<file path="config.mk">
export PLATFORM = sky130hd
export DESIGN_NAME = tri_bbox_scanner
export DESIGN_NICKNAME = d
export VERILOG_FILES = /design/src/rtl/tri_bbox_scanner.sv
export SDC_FILE = /design/constraint.sdc
export NUM_CORES = 1
export LEC_CHECK = 0
export BUFFER_PORTS_ARGS = -buffer_cell sky130_fd_sc_hd__buf_2
export CAP_MARGIN = 25
export CORE_MARGIN = 2
export CORE_UTILIZATION = 51
export CTS_BUF_LIST = sky130_fd_sc_hd__clkbuf_16
export CTS_CLUSTER_DIAMETER = 30
export DETAILED_ROUTE_END_ITERATION = 8
export GPL_TIMING_DRIVEN = 0
export PLACE_DENSITY = 0.74
export SYNTH_ARGS = -nofsm -noshare
export SYNTH_HDL_FRONTEND = slang
export SYNTH_SLANG_ARGS = --single-unit
export TNS_END_PERCENT = 20
</file>
<file path="constraint.sdc">
create_clock -name clk_in -period 12.55 [get_ports clk_in]
set_input_delay 0.6275 -clock clk_in [delete_from_list [all_inputs] [get_ports clk_in]]
set_output_delay 0.6275 -clock clk_in [all_outputs]
set_load 0.005 [all_outputs]
</file>
<file path="src/rtl/tri_bbox_scanner.sv">
// Triangle bounding-box scanner: latches a triangle, clips its integer bbox to the screen,
// then walks the box row-major one pixel per cycle. Optional macro: TRI_BBOX_PIXEL_CENTER_EN.
module tri_bbox_scanner #(
  parameter int XWIDTH     = 24,
  parameter int YWIDTH     = 24,
  parameter int FRAC       = 14,
  parameter int AINV_WIDTH = 16,
  parameter int HRES       = 320,
  parameter int VRES       = 180,
  parameter int HBITS      = $clog2(HRES),
  parameter int VBITS      = $clog2(VRES)
) (
  input  logic                          clk_in,
  input  logic                          rst_n_in,
  input  logic                          freeze,
  input  logic                          tri_valid_in,
  output logic                          tri_ready_out,
  input  logic [2:0][XWIDTH-1:0]        x_tri_in,
  input  logic [2:0][YWIDTH-1:0]        y_tri_in,
  input  logic [AINV_WIDTH-1:0]         iarea_in,
  output logic [XWIDTH-1:0]             x_out,
  output logic [YWIDTH-1:0]             y_out,
  output logic [HBITS-1:0]              hcount_out,
  output logic [VBITS-1:0]              vcount_out,
  output logic [2:0][XWIDTH-1:0]        x_tri_out,
  output logic [2:0][YWIDTH-1:0]        y_tri_out,
  output logic [AINV_WIDTH-1:0]         iarea_out,
  output logic                          pix_valid_out,
  output logic                          last_out
);

  // state | meaning
  // IDLE  | waiting for a triangle handshake
  // SETUP | vertices latched, computing min/max
  // CLIP  | flooring/clamping bbox, empty check
  // SCAN  | emitting one pixel per cycle
  typedef enum logic [1:0] {S_IDLE, S_SETUP, S_CLIP, S_SCAN} state_t;

  if ((XWIDTH - FRAC - 1) < HBITS || (YWIDTH - FRAC - 1) < VBITS) begin : g_width_err
    $error("tri_bbox_scanner: integer part of x/y too narrow for HRES/VRES");
  end

  localparam logic signed [XWIDTH-1:0] XLIM = XWIDTH'(HRES - 1);
  localparam logic signed [YWIDTH-1:0] YLIM = YWIDTH'(VRES - 1);

  function automatic logic signed [XWIDTH-1:0] min3x(input logic [2:0][XWIDTH-1:0] v, input logic want_max);
    logic signed [XWIDTH-1:0] m;
    m = $signed(v[0]);
    for (int i = 1; i < 3; i++)
      if (want_max ? ($signed(v[i]) > m) : ($signed(v[i]) < m)) m = $signed(v[i]);
    return m;
  endfunction

  function automatic logic signed [YWIDTH-1:0] min3y(input logic [2:0][YWIDTH-1:0] v, input logic want_max);
    logic signed [YWIDTH-1:0] m;
    m = $signed(v[0]);
    for (int i = 1; i < 3; i++)
      if (want_max ? ($signed(v[i]) > m) : ($signed(v[i]) < m)) m = $signed(v[i]);
    return m;
  endfunction

  state_t r_state, w_next;
  logic [2:0][XWIDTH-1:0]   r_x_tri;
  logic [2:0][YWIDTH-1:0]   r_y_tri;
  logic [AINV_WIDTH-1:0]    r_iarea;
  logic signed [XWIDTH-1:0] r_xmin, r_xmax;
  logic signed [YWIDTH-1:0] r_ymin, r_ymax;
  logic [HBITS-1:0]         r_xlo, r_xhi, r_hcount;
  logic [VBITS-1:0]         r_yhi, r_vcount;

  logic signed [XWIDTH-1:0] w_xmin_i, w_xmax_i;
  logic signed [YWIDTH-1:0] w_ymin_i, w_ymax_i;
  logic [HBITS-1:0]         w_xlo, w_xhi;
  logic [VBITS-1:0]         w_ylo, w_yhi;
  logic                     w_empty, w_accept, w_h_end, w_v_end;
  logic [XWIDTH-1:0]        w_x_fix;
  logic [YWIDTH-1:0]        w_y_fix;

  assign tri_ready_out = (r_state == S_IDLE) && !freeze;
  assign w_accept      = tri_valid_in && tri_ready_out;

  assign w_xmin_i = r_xmin >>> FRAC;
  assign w_xmax_i = r_xmax >>> FRAC;
  assign w_ymin_i = r_ymin >>> FRAC;
  assign w_ymax_i = r_ymax >>> FRAC;

  assign w_empty = w_xmax_i[XWIDTH-1] || w_ymax_i[YWIDTH-1] ||
                   (w_xmin_i > XLIM) || (w_ymin_i > YLIM) || (r_iarea == '0);

  // Lower clamp only needs the sign bit; an over-range min is already caught by w_empty.
  assign w_xlo = w_xmin_i[XWIDTH-1] ? '0 : w_xmin_i[HBITS-1:0];
  assign w_ylo = w_ymin_i[YWIDTH-1] ? '0 : w_ymin_i[VBITS-1:0];
  assign w_xhi = (w_xmax_i > XLIM) ? XLIM[HBITS-1:0] : w_xmax_i[HBITS-1:0];
  assign w_yhi = (w_ymax_i > YLIM) ? YLIM[VBITS-1:0] : w_ymax_i[VBITS-1:0];

  assign w_h_end = (r_hcount == r_xhi);
  assign w_v_end = (r_vcount == r_yhi);

  always_ff @(posedge clk_in or negedge rst_n_in) begin
    if (!rst_n_in)    r_state <= S_IDLE;
    else if (!freeze) r_state <= w_next;
  end

  always_comb begin
    w_next = r_state;
    case (r_state)
      S_IDLE:  if (w_accept) w_next = S_SETUP;
      S_SETUP: w_next = S_CLIP;
      S_CLIP:  w_next = w_empty ? S_IDLE : S_SCAN;
      S_SCAN:  if (w_h_end && w_v_end) w_next = S_IDLE;
      default: w_next = S_IDLE;
    endcase
  end

  always_ff @(posedge clk_in or negedge rst_n_in) begin
    if (!rst_n_in) begin
      r_x_tri  <= '0;
      r_y_tri  <= '0;
      r_iarea  <= '0;
      r_xmin   <= '0;
      r_xmax   <= '0;
      r_ymin   <= '0;
      r_ymax   <= '0;
      r_xlo    <= '0;
      r_xhi    <= '0;
      r_yhi    <= '0;
      r_hcount <= '0;
      r_vcount <= '0;
    end else if (!freeze) begin
      case (r_state)
        S_IDLE: if (w_accept) begin
          r_x_tri <= x_tri_in;
          r_y_tri <= y_tri_in;
          r_iarea <= iarea_in;
        end
        S_SETUP: begin
          r_xmin <= min3x(r_x_tri, 1'b0);
          r_xmax <= min3x(r_x_tri, 1'b1);
          r_ymin <= min3y(r_y_tri, 1'b0);
          r_ymax <= min3y(r_y_tri, 1'b1);
        end
        S_CLIP: begin
          r_xlo    <= w_xlo;
          r_xhi    <= w_xhi;
          r_yhi    <= w_yhi;
          r_hcount <= w_xlo;
          r_vcount <= w_ylo;
        end
        S_SCAN: begin
          if (w_h_end) begin
            r_hcount <= r_xlo;
            if (!w_v_end) r_vcount <= r_vcount + 1'b1;
          end else begin
            r_hcount <= r_hcount + 1'b1;
          end
        end
        default: ;
      endcase
    end
  end

`ifdef TRI_BBOX_PIXEL_CENTER_EN
  assign w_x_fix = {{(XWIDTH-FRAC-HBITS){1'b0}}, r_hcount, 1'b1, {(FRAC-1){1'b0}}};
  assign w_y_fix = {{(YWIDTH-FRAC-VBITS){1'b0}}, r_vcount, 1'b1, {(FRAC-1){1'b0}}};
`else
  assign w_x_fix = {{(XWIDTH-FRAC-HBITS){1'b0}}, r_hcount, {FRAC{1'b0}}};
  assign w_y_fix = {{(YWIDTH-FRAC-VBITS){1'b0}}, r_vcount, {FRAC{1'b0}}};
`endif

  assign pix_valid_out = (r_state == S_SCAN);
  assign last_out      = pix_valid_out && w_h_end && w_v_end;
  assign x_out         = pix_valid_out ? w_x_fix : '0;
  assign y_out         = pix_valid_out ? w_y_fix : '0;
  assign hcount_out    = r_hcount;
  assign vcount_out    = r_vcount;
  assign x_tri_out     = r_x_tri;
  assign y_tri_out     = r_y_tri;
  assign iarea_out     = r_iarea;

endmodule

</file>
==> results of run 1 <==
## state kept, by name (all words and copies together), names as in the netlist
signal      flops
r_ymin         10
r_yhi           8
r_xhi           9
r_ymax         10
r_xlo           9
iarea_out      16
hcount_out      9
vcount_out      8
r_xmax         10
y_tri_out      72
r_state         2
r_xmin         10
x_tri_out      72
## area by class of cell
cell class | instances | area, um2
diodes | 4 | 10.01
plain buffers | 106 | 568.0
clock buffers | 55 | 1376
clock inverters | 46 | 384.1
fillers | 2406 | 10020
inverters | 75 | 281.5
multi-input cells | 1167 | 8358
flip-flops and latches | 245 | 6131
well taps | 390 | 488.0
repair buffers | 362 | 1867
## where the power goes
| part | total (mW) | switching, mW | internal, mW |
|---|---|---|---|
| clock network | 1.35 | 0.458 | 0.892 |
| registers | 1.71 | 0.529 | 1.18 |
| logic | 4.14 | 2.36 | 1.78 |
## layer usage
metal	up-vias	global-route usage	share of wire
met3	132	0.07388	0.086
met1	6831	0.4102	0.41
met4	2	0.1312	0.040
li1	6565	-	-
met2	718	0.5065	0.46
met5	-	0	0.00026
## cell usage after synthesis, types with 4 or more instances
| cell type | number |
|---|---|
| nor2_1 | 89 |
| o22a_1 | 11 |
| a221oi_1 | 9 |
| xnor2_1 | 11 |
| buf_2 | 9 |
| and3_1 | 27 |
| nand4_1 | 35 |
| a211oi_1 | 10 |
| o21ai_1 | 5 |
| a21o_1 | 16 |
| nor4_1 | 10 |
| a311oi_1 | 10 |
| o211ai_1 | 27 |
| nand3b_1 | 6 |
| a22o_1 | 12 |
| buf_4 | 32 |
| clkbuf_1 | 57 |
| dfrtp_1 | 245 |
| a31o_2 | 9 |
| o21a_1 | 7 |
| o22ai_1 | 5 |
| xor2_1 | 13 |
| nand2_1 | 173 |
| o31ai_1 | 4 |
| ha_1 | 144 |
| nor3_1 | 24 |
| a22oi_1 | 11 |
| mux2_2 | 104 |
| nand2b_1 | 8 |
| inv_1 | 74 |
| o21ai_0 | 97 |
| a21oi_1 | 109 |
| or3_1 | 4 |
| nor2b_1 | 9 |
| nand3_1 | 31 |
| mux2i_1 | 57 |
## kinds of logic after synthesis
group,Yosys count
AND/OR/NAND/NOR,433
other,1
adder cells (fa/ha/maj),144
XOR/XNOR,24
flip-flops,245
buffers and inverters,181
AO/OA/AOI/OAI,373
multiplexers,162
## through the flow
step | setup slack (ns) | instances | util | instance area, um2
floorplan | 8.134 | 1593 | - | 15340
global placement | 6.473 | 2343 | 0.5980 | 17630
detailed placement | 6.904 | 2345 | 0.6002 | 17690
CTS | 6.852 | 2446 | 0.6599 | 19450
global route | 6.374 | 2449 | 0.6601 | 19460
finish | 6.522 | 2450 | 0.6602 | 19460
## path summary, 6_finish.rpt
check                                    from            end  slack (ns)
worst max-delay path            y_tri_out[23]     r_ymin[22]        6.52
max in group asynchronous            rst_n_in  x_tri_out[12]       11.63
worst max register to register  y_tri_out[23]     r_ymin[22]        6.52
min in group clk_in              x_tri_in[21]  x_tri_out[21]        0.27
worst min register to register       r_xlo[4]       r_xlo[4]        0.47
worst min-delay path                 rst_n_in  y_tri_out[35]        0.05
==> results.toml, run 1 <==
[status]
outcome = "complete, no violations"

[power]
power_density_nw_per_um2 = 370.2
power.leakage_nw = 9.610
peakVddDrop_mv = 0.1990
power_mw = 7.205

[clocking]
clock-sinks = 245
cts_htree_levels = 2
cts.repair.resized = 0
clkSlewWorstSetupHoldPaths_ns = 0.05
cts_tree = "done"
cts_max_path_buffers = 3
hold_buffers = 0
cts_setup_buffers = 0
cts_buffers = 55
clockRootBuffer = "clkbuf_16"
clock_latency_ns = 0.56

[grt]
grt_pass1_vias = 14057
track_usage = 0.3154
antenna_found_initial = 5
grt_max_degree = 93
grt_pass1_wl_um = 77300
grt_overflow = 0

[synth]
ys_seq_area_frac = 0.4027
avgSynthCellArea_um2 = 9.741
synth_ff_type = "dfrtp_1"
yosys.area.top_type_share = 0.4027
synth_edf_count = 0
syn-instance-count = 1563
synth_compound_area_frac = 0.1600
synthMuxAreaShare = 0.1153
synth-async-reset-ratio = 1.000
synth_top_area_cell = "dfrtp_1"
ys_ff_latch = 245
synth_simple_gate_area_frac = 0.1339
ys_top_cells_by_area = "dfrtp_1 40%, ha_1 12%, mux2_2 7.7%"
synth_top_family_by_area = "compound AO/OA/AOI/OAI gates"
yosysWarningCount = 0
synthAdderAreaFrac = 0.1183
synth_area_um2 = 15230
synth_xor_area_frac = 0.01381
ys_types = 74

[routing]
viasPerCell = 5.816
drt_iter0_drc = 1061
routed_wl_um = 49660
wl_per_cell_um = 20.27
antenna_left = 0
drc = 0
drt-pass1-iter-count = 5
vias = 14248

[floorplanning]
die-area_um2 = 31250
die_width_um = 176.8
die_y_um = 176.8
core.rowCount = 63
start_util = 0.5165
pin_count = 392
core_area_um2 = 29480

[worst_setup_path]
path_class = "flop to flop"
critPathCaptureType = "flop"
cp.buffers_inverters = 3
cp_data_arrival_time_ns = 6.44
cp_slowest_stage_delay_ns = 0.72
slowest_stage = "a221oi_2"
cp_num_cells = 19
cp_top_family = "compound AO/OA/AOI/OAI gates"
start_kind = "flop"
critPathMaxFanout = 10
crit_chain = "inv_1 > ha_1 > clkbuf_2 > nand4_2 > nor3_1 > a21oi_1 > o21ai_0 > clkbuf_1 > nor2_2 > a311oi_1 > ha_1 > nand3_1 > or3_1 > a2111oi_0 > or3_1 > nor4_1 > a221oi_2 > a31o_2 > a21oi_1"
critPathRequiredTime_ns = 12.96
r2r.worst_path.cells = 19

[timing]
worstMarginPinSlew_ns = 1.060
rsz0062_at_grt = "no"
finalCritPeriodShare = 0.4803
clock.fmax_ghz = 0.1659
finalHoldViolations = 0
min_period_ns = 6.028
whs_ns = 0.04929
skew_ns = 0.01443
timing.slew.headroom = 0.2934
final-setup-viol-count = 0
setup_tns_ns = 0
drv_slew = 0

[place]
dp_hpwl_um = 37690
io_buffer_count = 360
globalplace.congestion = 0.9162

[final_layout]
final_nets = 2320
drive_above_1_share = 0.3025
layout_commonest_cell = "buf_2"
area_growth_pct = 27.83
layout_common_cells = "368 x buf_2, 245 x dfrtp_1, 173 x nand2_1"

[flow_run]
cap_violations = 0

[min_path]
hold_path_class = "primary input to asynchronous set/reset pin"
Power figures use the tool's default switching activity.
==> run 2: changes to the inputs <==
- CORE_UTILIZATION: 51 -> 49
- PLACE_DENSITY: 0.74 -> 0.75
- clock period: 12.55 -> 5.43 ns (I/O delays scaled with it)
==> run 2 against run 1 <==
Clock-buffer cell count increased by 3. Global-route usage increased by 1.7 points. Wire length increased by 12%. Register-to-register slack got worse by 6.3 ns. First-iteration DRC count increased by 21%. Die area increased by 4.0%. Sequential power increased by 140%. Worst hold slack improved by 0.0054 ns. Critical endpoint is now r_xmax[22]. Largest power group unchanged.
==> results.toml, run 2 (synthesis results as in run 1) <==
[final_layout]
drive_above_1_share = 0.2953
stdcell_count = 2622
layout_common_cells = "368 x buf_2, 245 x dfrtp_1, 173 x nand2_1"
area_growth_pct = 40.64
final_nets = 2488
n_fill_cell = 2157
layout_commonest_cell = "buf_2"

[power]
peakVddDrop_mv = 0.4256
power_density_nw_per_um2 = 821.3
power.leakage_nw = 10.39

[floorplanning]
die_y_um = 180.3
pin_count = 392
core_area_um2 = 30590
die-area_um2 = 32500
core.rowCount = 64
start_util = 0.4978
die_width_um = 180.3

[grt]
antenna_found_initial = 1
track_usage = 0.3323
grt_pass1_vias = 16006
grt_overflow = 0
grt_max_degree = 90
grt_pass1_wl_um = 86780

[worst_setup_path]
critPathMaxFanout = 10
critPathRequiredTime_ns = 5.92
critPathCaptureType = "flop"
path_class = "flop to flop"
start_kind = "flop"
cp_data_arrival_time_ns = 5.74

[clocking]
cts_max_path_buffers = 3
cts_tree = "done"
clock-sinks = 245
cts_buffers = 58
cts_htree_levels = 2
clockRootBuffer = "clkbuf_16"
clock_latency_ns = 0.59
clkSlewWorstSetupHoldPaths_ns = 0.05

[flow_run]
cap_violations = 0

[place]
io_buffer_count = 360
dp_slack_ns = -0.2479
dp_hpwl_um = 37870
globalplace.congestion = 0.9306
dp_cells = 2351

[timing]
skew_ns = 0.01890
finalHoldViolations = 0
final-setup-viol-count = 0
drv_slew = 0
clock.fmax_ghz = 0.1904
timing.slew.headroom = 0.3104
rsz0062_at_grt = "yes"
finalCritPeriodShare = 0.9671
min_period_ns = 5.251
worstMarginPinSlew_ns = 1.034
fin_ws_ns = 0.1786

[routing]
viasPerCell = 5.902
routed_wl_um = 55690
drt-pass1-iter-count = 7
drt_iter0_drc = 1287
wl_met2_um = 26320
wl_per_cell_um = 21.24
wl_met1_um = 21080
wl_met3_um = 5215
antenna_left = 0
vias = 15474
dr.max_layer_used = "met4"
drc = 0

[status]
outcome = "complete, no violations"

[min_path]
hold_path_class = "primary input to flop"
[run 2: cell count changes in the layout (fill, tap and decap cells not counted), sizes merged]
cell | before | now
clkbuf | 113 | 116
buf | 410 | 414
inv | 89 | 84
clkinvlp | 4 | 11
dlygate4sd3 | 0 | 161
bufinv | 5 | 8
diode | 4 | 1
clkinv | 23 | 19
[run 2: layer usage]
metal,track usage,vias up
li1,-,6879
met1,0.3948,7408
met2,0.5508,944
met3,0.08933,243
met4,0.1768,0
met5,0,-
[run 2: worst max-delay path, cell delays in order, from the launching register on]
cell	delay, ns
dfrtp_1	0.49
ha_2	0.46
nand4_2	0.20
nor4_4	0.44
and3_2	0.30
o31a_4	0.18
nor3_2	0.07
o21ai_4	0.33
buf_8	0.22
buf_6	0.19
mux2i_1	0.23
ha_1	0.28
a21o_1	0.19
a21o_1	0.19
a21oi_1	0.17
o211ai_1	0.11
or3_1	0.41
a21o_1	0.18
buf_1	0.24
o211ai_1	0.24
[run 2: path summary, 6_finish.rpt]
kind | cells after the start | from | slack (ns) | to
min reg2reg | 2 | r_xlo[4] | 0.47 | r_xlo[4]
max reg2reg | 19 | x_tri_out[47] | 0.18 | r_xmax[22]
max | 19 | x_tri_out[47] | 0.18 | r_xmax[22]
min in group asynchronous | 2 | rst_n_in | 0.28 | y_tri_out[33]
max in group asynchronous | 3 | rst_n_in | 4.26 | r_state[0]
min | 5 | tri_valid_in | 0.05 | r_state[1]
[run 2: final cells by class]
| class | instances | area (um2) | share of cell area |
|---|---|---|---|
| Clock buffer | 58 | 1451 | 0.06778 |
| Inverter | 75 | 281.5 | 0.01315 |
| Antenna cell | 1 | 2.502 | 0.0001169 |
| Sequential cell | 245 | 6131 | 0.2863 |
| Tap cell | 396 | 495.5 | 0.02314 |
| Multi-Input combinational cell | 1167 | 8454 | 0.3948 |
| Clock inverter | 47 | 518.0 | 0.02419 |
| Timing Repair Buffer | 527 | 3508 | 0.1638 |
| Buffer | 106 | 571.8 | 0.02670 |
[run 2: repair_timing]
action | CTS | global route
gates resized for setup | 1 | 24
endpoints found under the hold margin | 236 | 0
endpoints found under the setup margin | 10 | 40
setup buffers | 1 | 3
hold buffers | 161 | 0
pin swaps | 1 | 3
cloned | 0 | 0
[run 2: metrics by stage]
step           hold slack (ns)  total power [mW]    util  cell area, um2   TNS, ns
2_1_floorplan         -0.02409             10.11       -           15340         0
3_3_place_gp            0.4545             12.91  0.5765           17640    -68.03
3_5_place_dp            0.2914             13.25  0.5787           17700    -2.198
4_1_cts                0.03812             16.95  0.6960           21290         0
5_1_grt                0.08153             18.76  0.7001           21410  -0.03296
6_report               0.05471             17.59  0.7001           21410         0
[run 2: report_power, final]
group          total (mW)  internal, mW  switching, mW
Clock                3.49          2.33           1.17
Sequential           4.02          2.74           1.29
Combinational        10.1          4.31           5.76
Total                17.6          9.38           8.21
==> run 3: changes to the inputs <==
- MAX_ROUTING_LAYER: unset -> met4
==> run 3 against run 2 <==
Non-clock buffer count decreased by 1. Design area hardly changed. Power up 0.13%. Largest cell class unchanged. Largest power group unchanged.
==> results.toml, run 3 (synthesis results as in run 1) <==
[clocking]
cts_tree = "done"
clockRootBuffer = "clkbuf_16"
clock-sinks = 245
clock_latency_ns = 0.59
cts_htree_levels = 2
cts_max_path_buffers = 3
cts_buffers = 58
clkSlewWorstSetupHoldPaths_ns = 0.05

[worst_setup_path]
critPathCaptureType = "flop"
cp_slowest_stage_delay_ns = 0.48
path_class = "flop to flop"
cp_data_arrival_time_ns = 5.80
critPathRequiredTime_ns = 5.92
crit_start = "x_tri_out[47]"
regToRegSetupSlack_ns = 0.12
critPathMaxFanout = 10
crit_chain = "ha_1 > nand4_2 > nor4_2 > o21ai_1 > nand4_1 > nor3_2 > o21ai_4 > mux2i_1 > ha_1 > a211o_1 > a311oi_1 > o21a_1 > o211ai_1 > or3_1 > a21o_1 > buf_1 > o211ai_1"
r2r-start = "x_tri_out[47]"
cp.buffers_inverters = 1
slowest_stage = "dfrtp_1"
cp_top_family = "compound AO/OA/AOI/OAI gates"
start_kind = "flop"

[power]
peakVddDrop_mv = 0.4230
p_clk_frac = 0.189
combPwrFrac = 0.582
swShare = 0.4739
power.leakage_nw = 10.38
power_density_nw_per_um2 = 822.4
cell_internal_pwr_mw = 9.265
power_mw = 17.61
seq_power_share = 0.229
p_switching_mw = 8.345

[floorplanning]
die_y_um = 180.3
start_util = 0.4978
core_area_um2 = 30590
die-area_um2 = 32500
pin_count = 392
die_width_um = 180.3
core.rowCount = 64

[timing]
whs_ns = 0.05456
min_period_ns = 5.312
fin_ws_ns = 0.1181
timing.slew.headroom = 0.2635
clock.fmax_ghz = 0.1883
worstMarginPinSlew_ns = 1.105
setup_tns_ns = 0
final-setup-viol-count = 0
finalHoldViolations = 0
drv_slew = 0
finalCritPeriodShare = 0.9783
rsz0062_at_grt = "yes"
skew_ns = 0.02014

[routing]
vias = 15612
wl_per_cell_um = 21.43
drc = 0
drt_iter0_drc = 1409
drt-pass1-iter-count = 6
routed_wl_um = 56270
antenna_left = 0
viasPerCell = 5.945

[final_layout]
area_growth_pct = 40.64
seq_area_um2 = 6131
final_nets = 2488
multi_input_area_um2 = 8529
layout_common_cells = "367 x buf_2, 245 x dfrtp_1, 173 x nand2_1"
design_area_um2 = 21410
drive_above_1_share = 0.2998
layout_commonest_cell = "buf_2"
n_fill_cell = 2172
stdcell_count = 2626
fin_util = 0.7000

[flow_run]
cap_violations = 0

[grt]
busiest_layer = "met2"
track_usage = 0.3473
antenna_found_initial = 0
grt_max_degree = 93
grt_pass1_wl_um = 87710
grtUsageMet1 = 0.4112
grt_overflow = 0
grt_pass1_vias = 15979
globalRouteMet2Util = 0.5635
met3_usage = 0.07498

[min_path]
hold_path_class = "primary input to flop"
worstHoldStart = "tri_valid_in"

[place]
io_buffer_count = 360
dp_hpwl_um = 37840
dp_slack_ns = -0.4021
dp_cells = 2351
dpl-instance-area_um2 = 17700
globalplace.congestion = 0.9453

[status]
outcome = "complete, no violations"
==> run 3: changes by cell type in the layout (fill, tap and decap cells not counted), moves of 5 or more <==
cell | previous run | this run
a311oi_2 | 4 | 9
a311oi_1 | 6 | 1
clkinv_4 | 5 | 13
clkinv_2 | 4 | 9
==> run 3: power by group through the flow <==
stage	Combinational, mW	Clock (mW)	Sequential (mW)
finish	10.2	3.33	4.03
CTS	9.52	3.34	3.94
global route	11.2	3.46	4.12
detailed placement	9.30	0	3.96
floorplan	6.52	0	3.59
global placement	8.98	0	3.92
==> run 3: worst min-delay path: stages <==
cell and delay, ns:
buf_2 0.08, nor2_1 0.03, nor2_1 0.08, nor2_1 0.05
nor2_1 0.08
==> run 3: worst paths after layout <==
path	cells past startpoint	endpoint
min reg2reg	1	r_xhi[2]
min	5	r_state[1]
min in group asynchronous	2	y_tri_out[35]
max in group asynchronous	3	x_tri_out[19]
max reg2reg	17	r_xmax[17]
max	17	r_xmax[17]
==> run 3: area by class of cell <==
type	instances	area share
antenna	2	0.0002337
buffer	106	0.02688
clock buffer	58	0.06778
clock inverter	50	0.02068
inverter	75	0.01315
multi-input combinational	1168	0.3983
sequential	245	0.2863
tap	396	0.02314
timing repair buffer	526	0.1635
==> run 3: layer usage <==
layer | routed length, um | vias up
met2 | 26710 | 979
met4 | 2994 | 0
met1 | 21450 | 7492
li1 | - | 6891
met5 | 0 | -
met3 | 5123 | 250
==> run 3: timing repair <==
item,CTS,global route
setup endpoints to repair,10,39
pin swaps,0,5
endpoints found under the hold margin,237,0
resized for setup,4,28
gates cloned,0,1
hold buffers,161,0
buffers inserted,0,3
